--- config.mk ---
export PLATFORM = sky130hd
export DESIGN_NAME = fpaddsub_normround_pipe
export DESIGN_NICKNAME = d
export VERILOG_FILES = /design/src/rtl/fpaddsub_normround_pipe_pkg.sv /design/src/rtl/fpaddsub_normround_pipe_lzc.sv /design/src/rtl/fpaddsub_normround_pipe.sv
export SDC_FILE = /design/constraint.sdc
export NUM_CORES = 1
export LEC_CHECK = 0
export ABC_AREA = 1
export BUFFER_PORTS_ARGS = -buffer_cell sky130_fd_sc_hd__buf_2
export CAP_MARGIN = 5
export CORE_MARGIN = 5
export CORE_UTILIZATION = 64
export DETAILED_ROUTE_END_ITERATION = 12
export HOLD_SLACK_MARGIN = 0.06
export PLACE_DENSITY = 0.84
export REMOVE_ABC_BUFFERS = 1
export SYNTH_ARGS = -nofsm -noshare
export SYNTH_HDL_FRONTEND = slang
export SYNTH_SLANG_ARGS = --single-unit
--- constraint.sdc ---
create_clock -name clk -period 5.3 [get_ports clk]
set_input_delay 0 -clock clk [delete_from_list [all_inputs] [get_ports clk]]
set_output_delay 0 -clock clk [all_outputs]
set_load 0.02 [all_outputs]
--- src/rtl/fpaddsub_normround_pipe_pkg.sv ---
// Shared widths, field positions and stage bundles for the
// FP add/sub normalise-round pipeline.
package fpaddsub_normround_pipe_pkg;

    localparam int EXP_W = 8;
    localparam int FRAC_W = 23;
    localparam int BIAS = 127;
    localparam int EXP_MAX = 255;

    localparam int SUM_W = 26;
    localparam int SUM_CARRY = 25;
    localparam int SUM_HIDDEN = 24;
    localparam int SUM_FRAC_HI = 23;
    localparam int SUM_FRAC_LO = 1;
    localparam int SUM_GUARD = 0;

    localparam int LZC_IN_W = SUM_HIDDEN + 1;
    localparam int LZC_W = 5;
    localparam int XEXP_W = EXP_W + 2;

    typedef enum logic [2:0] {
        CLS_NORM,
        CLS_ZERO,
        CLS_INF_IN,
        CLS_OVF,
        CLS_UNF
    } cls_t;

    typedef struct packed {
        logic             valid;
        logic [SUM_W-1:0] sum;
        logic             rnd;
        logic             stk;
        logic [EXP_W-1:0] exp;
        logic             sign;
        logic [LZC_W-1:0] k;
        logic             zero;
    } s1_t;

    typedef struct packed {
        logic              valid;
        logic [FRAC_W-1:0] frac;
        logic              g;
        logic              r;
        logic              s;
        logic [XEXP_W-1:0] exp;
        logic              sign;
        logic              zero;
        logic              inf;
    } s2_t;

endpackage

--- src/rtl/fpaddsub_normround_pipe_lzc.sv ---
// Leading-zero counter over the 25-bit hidden+fraction+guard field.
// count is 25 and zero is set when the input is all zeros.
module fpaddsub_lzc
    import fpaddsub_normround_pipe_pkg::*;
(
    input  logic [LZC_IN_W-1:0] in,
    output logic [LZC_W-1:0]    count,
    output logic                zero
);

    // Highest set bit wins: later loop iterations overwrite earlier ones.
    always_comb begin
        count = LZC_W'(LZC_IN_W);
        for (int i = 0; i < LZC_IN_W; i++) begin
            if (in[i]) count = LZC_W'(LZC_IN_W - 1 - i);
        end
        zero = ~|in;
    end

endmodule

--- src/rtl/fpaddsub_normround_pipe.sv ---
// Three-stage normalise / round / pack back end for FP add/sub.
// Optional flag outputs enabled by defining FPADDSUB_FLAGS_EN.
module fpaddsub_normround_pipe
    import fpaddsub_normround_pipe_pkg::*;
(
    input  logic             clk,
    input  logic             rst_n,
    input  logic             in_valid,
    output logic             in_ready,
    input  logic [SUM_W-1:0] sum_in,
    input  logic             round_in,
    input  logic             sticky_in,
    input  logic [EXP_W-1:0] exp_in,
    input  logic             sign_in,
    output logic             out_valid,
    input  logic             out_ready,
`ifdef FPADDSUB_FLAGS_EN
    output logic             flag_ovf,
    output logic             flag_unf,
    output logic             flag_inx,
`endif
    output logic [31:0]      result
);

    localparam logic signed [XEXP_W-1:0] EMAX_X = XEXP_W'(EXP_MAX);
    localparam logic signed [XEXP_W-1:0] ZERO_X = '0;

    logic en;
    assign en = ~out_valid | out_ready;
    assign in_ready = en;

    // S1: leading-zero detect on the incoming sum
    logic [LZC_W-1:0] lzc_k;
    logic             lzc_zero;

    fpaddsub_lzc u_lzc (
        .in    (sum_in[SUM_HIDDEN:0]),
        .count (lzc_k),
        .zero  (lzc_zero)
    );

    s1_t s1_d, s1_q;

    // Bundle S1 inputs together with the detected shift amount
    always_comb begin
        s1_d       = '0;
        s1_d.valid = in_valid;
        s1_d.sum   = sum_in;
        s1_d.rnd   = round_in;
        s1_d.stk   = sticky_in;
        s1_d.exp   = exp_in;
        s1_d.sign  = sign_in;
        s1_d.k     = lzc_k;
        s1_d.zero  = ~sum_in[SUM_CARRY] & lzc_zero;
    end

    // S1 register
    always_ff @(posedge clk or negedge rst_n) begin
        if (!rst_n) s1_q <= '0;
        else if (en) s1_q <= s1_d;
    end

    // S2: shift into place and adjust the exponent
    s2_t              s2_d, s2_q;
    logic [SUM_W-1:0] ext;

    // Normal case is just a zero-distance left shift of {sum, round}
    always_comb begin
        s2_d       = '0;
        ext        = {s1_q.sum[SUM_HIDDEN:0], s1_q.rnd} << s1_q.k;
        s2_d.valid = s1_q.valid;
        s2_d.sign  = s1_q.sign;
        s2_d.zero  = s1_q.zero;
        s2_d.inf   = (s1_q.exp == EXP_W'(EXP_MAX));
        if (s1_q.sum[SUM_CARRY]) begin
            s2_d.frac = s1_q.sum[SUM_HIDDEN:SUM_FRAC_LO+1];
            s2_d.g    = s1_q.sum[SUM_FRAC_LO];
            s2_d.r    = s1_q.sum[SUM_GUARD];
            s2_d.s    = s1_q.rnd | s1_q.stk;
            s2_d.exp  = XEXP_W'(s1_q.exp) + XEXP_W'(1);
        end else begin
            s2_d.frac = ext[SUM_FRAC_HI+1:SUM_FRAC_LO+1];
            s2_d.g    = ext[SUM_FRAC_LO];
            s2_d.r    = ext[SUM_GUARD];
            s2_d.s    = s1_q.stk;
            s2_d.exp  = XEXP_W'(s1_q.exp) - XEXP_W'(s1_q.k);
        end
    end

    // S2 register
    always_ff @(posedge clk or negedge rst_n) begin
        if (!rst_n) s2_q <= '0;
        else if (en) s2_q <= s2_d;
    end

    // S3: round to nearest even, classify and pack
    logic              inc;
    logic [FRAC_W:0]   fr;
    logic [FRAC_W-1:0] fo;
    logic [XEXP_W-1:0] ef;
    cls_t              cls;
    logic [31:0]       res_d;

    // Rounding carry-out clears the fraction and bumps the exponent
    always_comb begin
        inc = s2_q.g & (s2_q.r | s2_q.s | s2_q.frac[0]);
        fr  = {1'b0, s2_q.frac} + {{FRAC_W{1'b0}}, inc};
        ef  = s2_q.exp + {{(XEXP_W-1){1'b0}}, fr[FRAC_W]};
        fo  = fr[FRAC_W] ? '0 : fr[FRAC_W-1:0];
        if (s2_q.inf) cls = CLS_INF_IN;
        else if (s2_q.zero) cls = CLS_ZERO;
        else if ($signed(ef) >= EMAX_X) cls = CLS_OVF;
        else if ($signed(ef) <= ZERO_X) cls = CLS_UNF;
        else cls = CLS_NORM;
        unique case (cls)
            CLS_ZERO: res_d = '0;
            CLS_INF_IN,
            CLS_OVF: res_d = {s2_q.sign, {EXP_W{1'b1}}, {FRAC_W{1'b0}}};
            CLS_UNF: res_d = {s2_q.sign, {(EXP_W+FRAC_W){1'b0}}};
            default: res_d = {s2_q.sign, ef[EXP_W-1:0], fo};
        endcase
    end

    logic [31:0] result_q;
    logic        v3_q;

    // S3 register: output result and valid
    always_ff @(posedge clk or negedge rst_n) begin
        if (!rst_n) begin
            v3_q     <= 1'b0;
            result_q <= '0;
        end else if (en) begin
            v3_q     <= s2_q.valid;
            result_q <= res_d;
        end
    end

    assign out_valid = v3_q;
    assign result = result_q;

`ifdef FPADDSUB_FLAGS_EN
    logic ovf_d, unf_d, inx_d;
    logic ovf_q, unf_q, inx_q;

    // Overflow and underflow force inexact; passthrough infinity is exact
    always_comb begin
        ovf_d = (cls == CLS_OVF);
        unf_d = (cls == CLS_UNF);
        inx_d = ovf_d | unf_d |
                ((cls != CLS_INF_IN) & (s2_q.g | s2_q.r | s2_q.s));
    end

    // S3 flag registers
    always_ff @(posedge clk or negedge rst_n) begin
        if (!rst_n) begin
            ovf_q <= 1'b0;
            unf_q <= 1'b0;
            inx_q <= 1'b0;
        end else if (en) begin
            ovf_q <= ovf_d;
            unf_q <= unf_d;
            inx_q <= inx_d;
        end
    end

    assign flag_ovf = ovf_q;
    assign flag_unf = unf_q;
    assign flag_inx = inx_q;
`endif

endmodule

## Word level (Yosys, flattened, before mapping)

Index checks and enable logic that the tools add are counted.

- Bits in registers: 117
- Bits in latches: 0
- RAM bits: 0
- Memory bits (read-only): 0
- Bits of input ports: 41
- Logic and storage cells: 74
- Memories: 0

- $add $sub $neg: 4
- Multipliers: 0
- Div/mod/pow operators: 0
- Order comparisons: 2
- Equality and inequality tests: 5
- Shift operators: 1
- Muxes and demuxes: 32
- Bitwise operators: 8
- Reductions and logical operators: 3

Operator list:

| kind | count |
|---|---|
| $pmux W32 S3 | 1 |
| $mux W5 | 16 |
| $mux W36 | 1 |
| $mux W4 | 8 |
| $shl A26 B5 Y25 | 1 |
| $reduce_or A25 Y1 | 1 |
| $add A23 B1 Y24 | 1 |
| $mux W23 | 1 |
| $mux W3 | 4 |
| $add A10 B1 Y10 | 1 |
| $ge A10 B9 Y1 const B | 1 |
| $le A10 B1 Y1 const B | 1 |
| $add A8 B1 Y9 const B | 1 |
| $sub A8 B5 Y9 | 1 |
| $eq A8 B8 Y1 const B | 1 |
| $eq A3 B2 Y1 const B | 2 |
| $or A1 B1 Y1 | 4 |
| $eq A3 B1 Y1 const B | 1 |
| $eq A3 B3 Y1 const B | 1 |
| $and A1 B1 Y1 | 2 |
| $not A1 Y1 | 2 |
| $reduce_or A2 Y1 | 1 |
| $logic_not A1 Y1 | 1 |
| $mux W1 | 1 |

## Depth between registers and ports, before layout

- Depth in word-level cells: 25
- Gate-level depth with buffers: 27

## Modules after synthesis

A second synthesis with hierarchy kept.

- Cell total of the unflattened synthesis: 1091
- Area total of the unflattened synthesis: 7607.3 um^2

By module, submodules not included:

| module | times used | cells each | area each (um^2) |
|---|---|---|---|
| fpaddsub_normround_pipe | 1 | 1015 | 7278.2 |
| fpaddsub_lzc | 1 | 76 | 329.1 |

## Worst setup path after synthesis

Ideal clock, no wire load.

- Path type: reg-to-reg
- From: register s2_q[15] (netlist name)
- To: register result_q[13] (netlist: result[13])
- Setup time: 0.074 ns
- Data arrival time: 3.289 ns
- Data required time: 5.226 ns
- Slack: 1.937 ns
- Cell stages (with the launch flop): 27
- Buffers on the path: 1
- Period minus slack after synthesis: 3.363 ns
- Path through: dfrtp_1 -> nand2_2 -> inv_2 -> nand4_4 -> nor2_2 -> nand2_2 -> nor3_4 -> nand3_2 -> nor2_2 -> nand4_2 -> nor2_2 -> nand2_2 -> clkinv_2 -> nand3_4 -> nor2_1 -> ha_1 -> nand3_2 -> nor2_1 -> nand2_1 -> xor2_1 -> nor4_1 -> o21bai_1 -> nand2_1 -> a21oi_2 -> o211ai_4 -> buf_6 -> o21ai_2

- Word-level cells in the longest chain between the ends: 11
- Elaborated cells between the ends (all ways): 16
- Classes of those cells: 2 x add/sub; 2 x order compare; 4 x eq/ne; 6 x mux; 1 x bitwise; 1 x reduce/logical

Ends and longest elaborated chain:

| element | line | RTL |
|---|---|---|
| start: declaration | fpaddsub_normround_pipe.sv:64 | `s2_t s2_d, s2_q;` |
| start signal: assignment | fpaddsub_normround_pipe.sv:92 | `if (!rst_n) s2_q <= '0;` |
| start signal: assignment | fpaddsub_normround_pipe.sv:93 | `else if (en) s2_q <= s2_d;` |
| $and A1 B1 Y1 (*) | fpaddsub_normround_pipe.sv:106 | `inc = s2_q.g & (s2_q.r \| s2_q.s \| s2_q.frac[0]);` |
| $add A23 B1 Y24 (*) | fpaddsub_normround_pipe.sv:107 | `fr = {1'b0, s2_q.frac} + {{FRAC_W{1'b0}}, inc};` |
| $add A10 B1 Y10 | fpaddsub_normround_pipe.sv:108 | `ef = s2_q.exp + {{(XEXP_W-1){1'b0}}, fr[FRAC_W]};` |
| $le A10 B1 Y1 | fpaddsub_normround_pipe.sv:113 | `else if ($signed(ef) <= ZERO_X) cls = CLS_UNF;` |
| $mux W3 | fpaddsub_normround_pipe.sv:113 |  |
| $mux W3 | fpaddsub_normround_pipe.sv:112 | `else if ($signed(ef) >= EMAX_X) cls = CLS_OVF;` |
| $mux W3 | fpaddsub_normround_pipe.sv:111 | `else if (s2_q.zero) cls = CLS_ZERO;` |
| $mux W3 | fpaddsub_normround_pipe.sv:110 | `if (s2_q.inf) cls = CLS_INF_IN;` |
| $eq A3 B2 Y1 | fpaddsub_normround_pipe.sv:115 | `unique case (cls)` |
| $reduce_or A2 Y1 | fpaddsub_normround_pipe.sv:115 |  |
| $pmux W32 S3 (*) | fpaddsub_normround_pipe.sv:115 |  |
| end signal: assignment | fpaddsub_normround_pipe.sv:134 | `result_q <= res_d;` |
| end: declaration | fpaddsub_normround_pipe.sv:124 | `logic [31:0] result_q;` |

Every way passes the cells marked *; elsewhere a longest branch is shown, timed or not.
A chain may end at the register's enable or synchronous reset.

## Worst setup path in the final report

- From: register s2_q[15] (netlist name)
- To: register result_q[1] (netlist: result[1])

Same word-level chain as after synthesis.

==> qor.csv <==
stage,metric,value,unit
detailed_routing,number of vias per cell,5.678,
detailed_routing,vias after detailed routing,6745,
synthesis,complex-gate fraction of the synthesized area,20.73,%
synthesis,share of the synthesized area in the top cell type,41.96,%
worst_setup_path,data required time at the worst endpoint,5.74,ns
placed_design,Place WS,1.162,ns
cells_and_area,area added between synthesis and finish,20.03,%
clock_tree,clock transition at the register clock pins on the worst setup and hold paths after CTS,0.06,ns
synthesis,synth unique cells,49,
floorplan,number of placement rows,38,
global_route,vias in the first global route,6480,
synthesis,primary flip-flop cell chosen by synthesis mapping,sky130_fd_sc_hd__dfrtp_1,
clock_tree,Sinks on Clock Net,117,
timing,Final Slew Violations,0,
timing,total count of hold-check failures in the final report,0,
floorplan,standard cell core area,0.01075,mm²
synthesis,adder-cell area share of the yosys netlist,2.080,%
timing,pin slew with the least headroom to its limit,1.005,ns
detailed_routing,DRC Markers,0,
global_route,residual overflow from global routing,0,
synthesis,async set-or-reset flop fraction in the synthesized netlist,100.0,%
clock_tree,Num CTS Buffers,17,
cells_and_area,total area of sequential cells,0.002928,mm²
worst_setup_path,Max Fanout on Critical Path,21,
worst_setup_path,CP startpoint kind,flip-flop,
floorplan,starting density of the core,64.94,%
synthesis,Yosys Warn Count,0,
cells_and_area,layout cell share with drive strength beyond 1,14.69,%
floorplan,horizontal extent of the die,114.4,µm
worst_setup_path,kind of critical path,reg2reg,
synthesis,most frequent cells after synthesis,"sky130_fd_sc_hd__nand2_1 (272), sky130_fd_sc_hd__o21ai_0 (133), sky130_fd_sc_hd__dfrtp_1 (117)",
timing,slew margin rel.,33.03,%
synthesis,cell with the most instances after synthesis,sky130_fd_sc_hd__nand2_1,
detailed_routing,routed len/inst,15.50,µm
global_route,global-route total usage across every layer,30.08,%
clock_tree,Clock Path Buffers,2,
synthesis,netlist area before placement,0.006978,mm²
power_and_ir_drop,ratio of total power to cell area,518.5,mW/mm²
run_status,outcome,finished clean,
clock_tree,clock latency on the worst-skew pair,0.53,ns
power_and_ir_drop,static leakage,4.043,nW
global_route,maximum number of pins on one net before global-route repair,74,
global_route,wire length of the first global-routing pass,31370,µm
placed_design,number of cells after detailed placement,1117,
synthesis,count of flip-flops with a built-in enable after synthesis,0,
timing,post-route clock skew,0.008112,ns
synthesis,fraction of the yosys area taken by sequential cells,41.96,%
run,maxcap violations,0,
cells_and_area,multi-input gate area in the final layout,0.003475,mm²
synthesis,leading cell types by total area after synthesis,"sky130_fd_sc_hd__dfrtp_1 (42%), sky130_fd_sc_hd__nand2_1 (15%), sky130_fd_sc_hd__o21ai_0 (9.5%), sky130_fd_sc_hd__inv_1 (5.4%), sky130_fd_sc_hd__a21oi_1 (3.0%)",
placed_design,routability congestion estimate from global placement,0.9433,
timing,RSZ-0062 raised after global routing,no,
synthesis,average size of a mapped cell,7.408,µm²
synthesis,library cell with the largest summed area after synthesis,sky130_fd_sc_hd__dfrtp_1,
clock_tree,clock tree from TritonCTS,built,
cells_and_area,fin nets,1088,
floorplan,top-level I/O count,75,
clock_tree,post_cts resized,0,
placed_design,detailed placer's ending HPWL,12180,µm
floorplan,full die area,0.01309,mm²
clock_tree,number of setup buffers added after CTS,0,
timing,final worst slack,1.022,ns
detailed_routing,post-route antenna net violation count,0,
cells_and_area,Antenna Diode Count,0,
clock_tree,CTS H-Tree Depth,4,
synthesis,post-synthesis instance total,942,
clock_tree,CTS Root Cell,sky130_fd_sc_hd__clkbuf_8,
synthesis,xor and xnor area share after synthesis,2.134,%
worst_setup_path,Worst Path Arrival,4.72,ns
floorplan,Chip Height,114.4,µm
placed_design,count of buffers from port buffering,74,
cells_and_area,number of non-filler instances in the completed layout,1188,
cells_and_area,post-route cell area,0.008376,mm²
detailed_routing,first drt pass iteration count,8,
power_and_ir_drop,worst IR drop on VDD,0.3037,mV
hold_path,worst min path class,in2async,
timing,share of the cycle needed by the critical path after routing,80.72,%
synthesis,count of state elements after synthesis,117,
timing,Final setup viols,0,
placed_design,placed cell areas,0.007398,mm²
cells_and_area,number of fill cells,787,
detailed_routing,routed wire length,18420,µm
timing,Period minus WS final,4.278,ns
timing,achievable frequency,0.2337,GHz
global_route,number of antenna violations at the first check in global routing,0,
synthesis,"share of synthesized cell area in and, or, nand and nor gates",23.88,%
synthesis,mux cell area share after synthesis,0.8607,%
worst_setup_path,critical path endpoint category,flip-flop,
synthesis,dominant combinational cell family by area after synthesis,simple AND/OR/NAND/NOR gates,
detailed_routing,DR iter-0 viols,841,
## worst max-delay path: stages (launching register included)
cell and delay, ns:
sky130_fd_sc_hd__dfrtp_1 0.38, sky130_fd_sc_hd__nand2_2 0.10, sky130_fd_sc_hd__inv_2 0.09, sky130_fd_sc_hd__nand4_4 0.09, sky130_fd_sc_hd__nor2_2 0.12, sky130_fd_sc_hd__nand2_2 0.10
sky130_fd_sc_hd__nor3_4 0.15, sky130_fd_sc_hd__nand3_2 0.10, sky130_fd_sc_hd__nor2_2 0.15, sky130_fd_sc_hd__nand4_2 0.14, sky130_fd_sc_hd__nor2_2 0.12, sky130_fd_sc_hd__nand2_2 0.08
sky130_fd_sc_hd__clkinv_2 0.07, sky130_fd_sc_hd__nand3_4 0.08, sky130_fd_sc_hd__nor2_1 0.13, sky130_fd_sc_hd__ha_1 0.25, sky130_fd_sc_hd__nand3_2 0.12, sky130_fd_sc_hd__nor2_1 0.17
sky130_fd_sc_hd__nand2_1 0.09, sky130_fd_sc_hd__xor2_1 0.26, sky130_fd_sc_hd__nor4_1 0.09, sky130_fd_sc_hd__o21bai_1 0.18, sky130_fd_sc_hd__nand2_1 0.13, sky130_fd_sc_hd__a21oi_2 0.36
sky130_fd_sc_hd__o211ai_4 0.38, sky130_fd_sc_hd__o21ai_0 0.27
## final timing paths
kind / start / end / slack [ns] / depth (start not counted)
setup / recovery: s2_q[15]$_DFFE_PN0P_ / result[1]$_DFFE_PN0P_ / 1.02 / 25
hold / removal: rst_n / s1_q[28]$_DFFE_PN0P_ / 0.06 / 2
setup reg to reg: s2_q[15]$_DFFE_PN0P_ / result[1]$_DFFE_PN0P_ / 1.02 / 25
hold reg to reg: s2_q[39]$_DFFE_PN0P_ / out_valid$_DFFE_PN0P_ / 0.45 / 2
max in group asynchronous: rst_n / s1_q[6]$_DFFE_PN0P_ / 4.01 / 3
min in group clk: out_ready / s1_q[43]$_DFFE_PN0P_ / 0.07 / 5
## stage by stage
stage / hold WS (ns) / util (%) / power [mW] / TNS [ns]
floorplan: -0.2956 / - / 2.657 / -141.90
global placement: 0.09881 / 68.85 / 3.097 / 0
detailed placement: 0.09950 / 68.85 / 3.155 / 0
CTS: 0.06099 / 77.95 / 4.327 / 0
global route: 0.1255 / 77.95 / 4.637 / 0
finish: 0.05816 / 77.95 / 4.343 / 0
## power by group
part	switching, mW	internal (mW)	leakage, nW
clock network	0.405	0.716	0.273
registers	0.309	1.23	1.42
logic	1.10	0.577	2.35
total	1.82	2.52	4.04
## layer usage
layer  wire length (µm)  GRT usage, %  vias up
met5                  0             0        -
met4                436         10.06        0
met3               1408         6.554       51
met2               8717         47.61      311
met1               7854         41.29     3093
li1                   -             -     3290
## registers in the layout, summed over array words and instances (netlist names)
name	count
out_valid	1
s2_q	40
result	32
s1_q	44
## timing repair
action                     in CTS  in global routing
setup endpoints to repair       0                  0
hold endpoints to repair      100                  0
hold buffers                   40                  0
## kinds of logic after synthesis
family          after synthesis
mux                           6
buf+inv                     151
fa+ha+maj                    11
simple gates                396
xor+xnor                     17
flops                       117
compound gates              244
## layout make-up
cell class	count	area share [%]
Clock inverter	7	1.150
Inverter	105	4.721
Tap cell	140	2.091
Clock buffer	24	5.736
Multi-Input combinational cell	674	41.48
Sequential cell	117	34.96
Timing Repair Buffer	121	9.860
## cell usage in the layout, fill, tap and decap left out, drive strengths merged, types with 2 or more instances in the layout
cell type / Yosys / routed
a21oi: 43 / 43
or2: 4 / 4
a31oi: 4 / 4
o22ai: 3 / 3
o21ai: 153 / 153
dfrtp: 117 / 117
ha: 10 / 10
dlygate4sd3: 0 / 40
nand2: 275 / 275
nand3: 30 / 30
clkinvlp: 0 / 3
nor2: 58 / 58
o21bai: 2 / 2
a22oi: 13 / 13
xor2: 14 / 14
bufinv: 0 / 2
buf: 5 / 81
mux2i: 6 / 6
clkinv: 3 / 5
clkbuf: 41 / 24
xnor2: 3 / 3
nand4: 8 / 8
nor3: 15 / 15
inv: 102 / 102
o211ai: 7 / 7
nor4: 5 / 5
o2111ai: 9 / 9
o31ai: 2 / 2
Power figures use the tool's default switching activity.
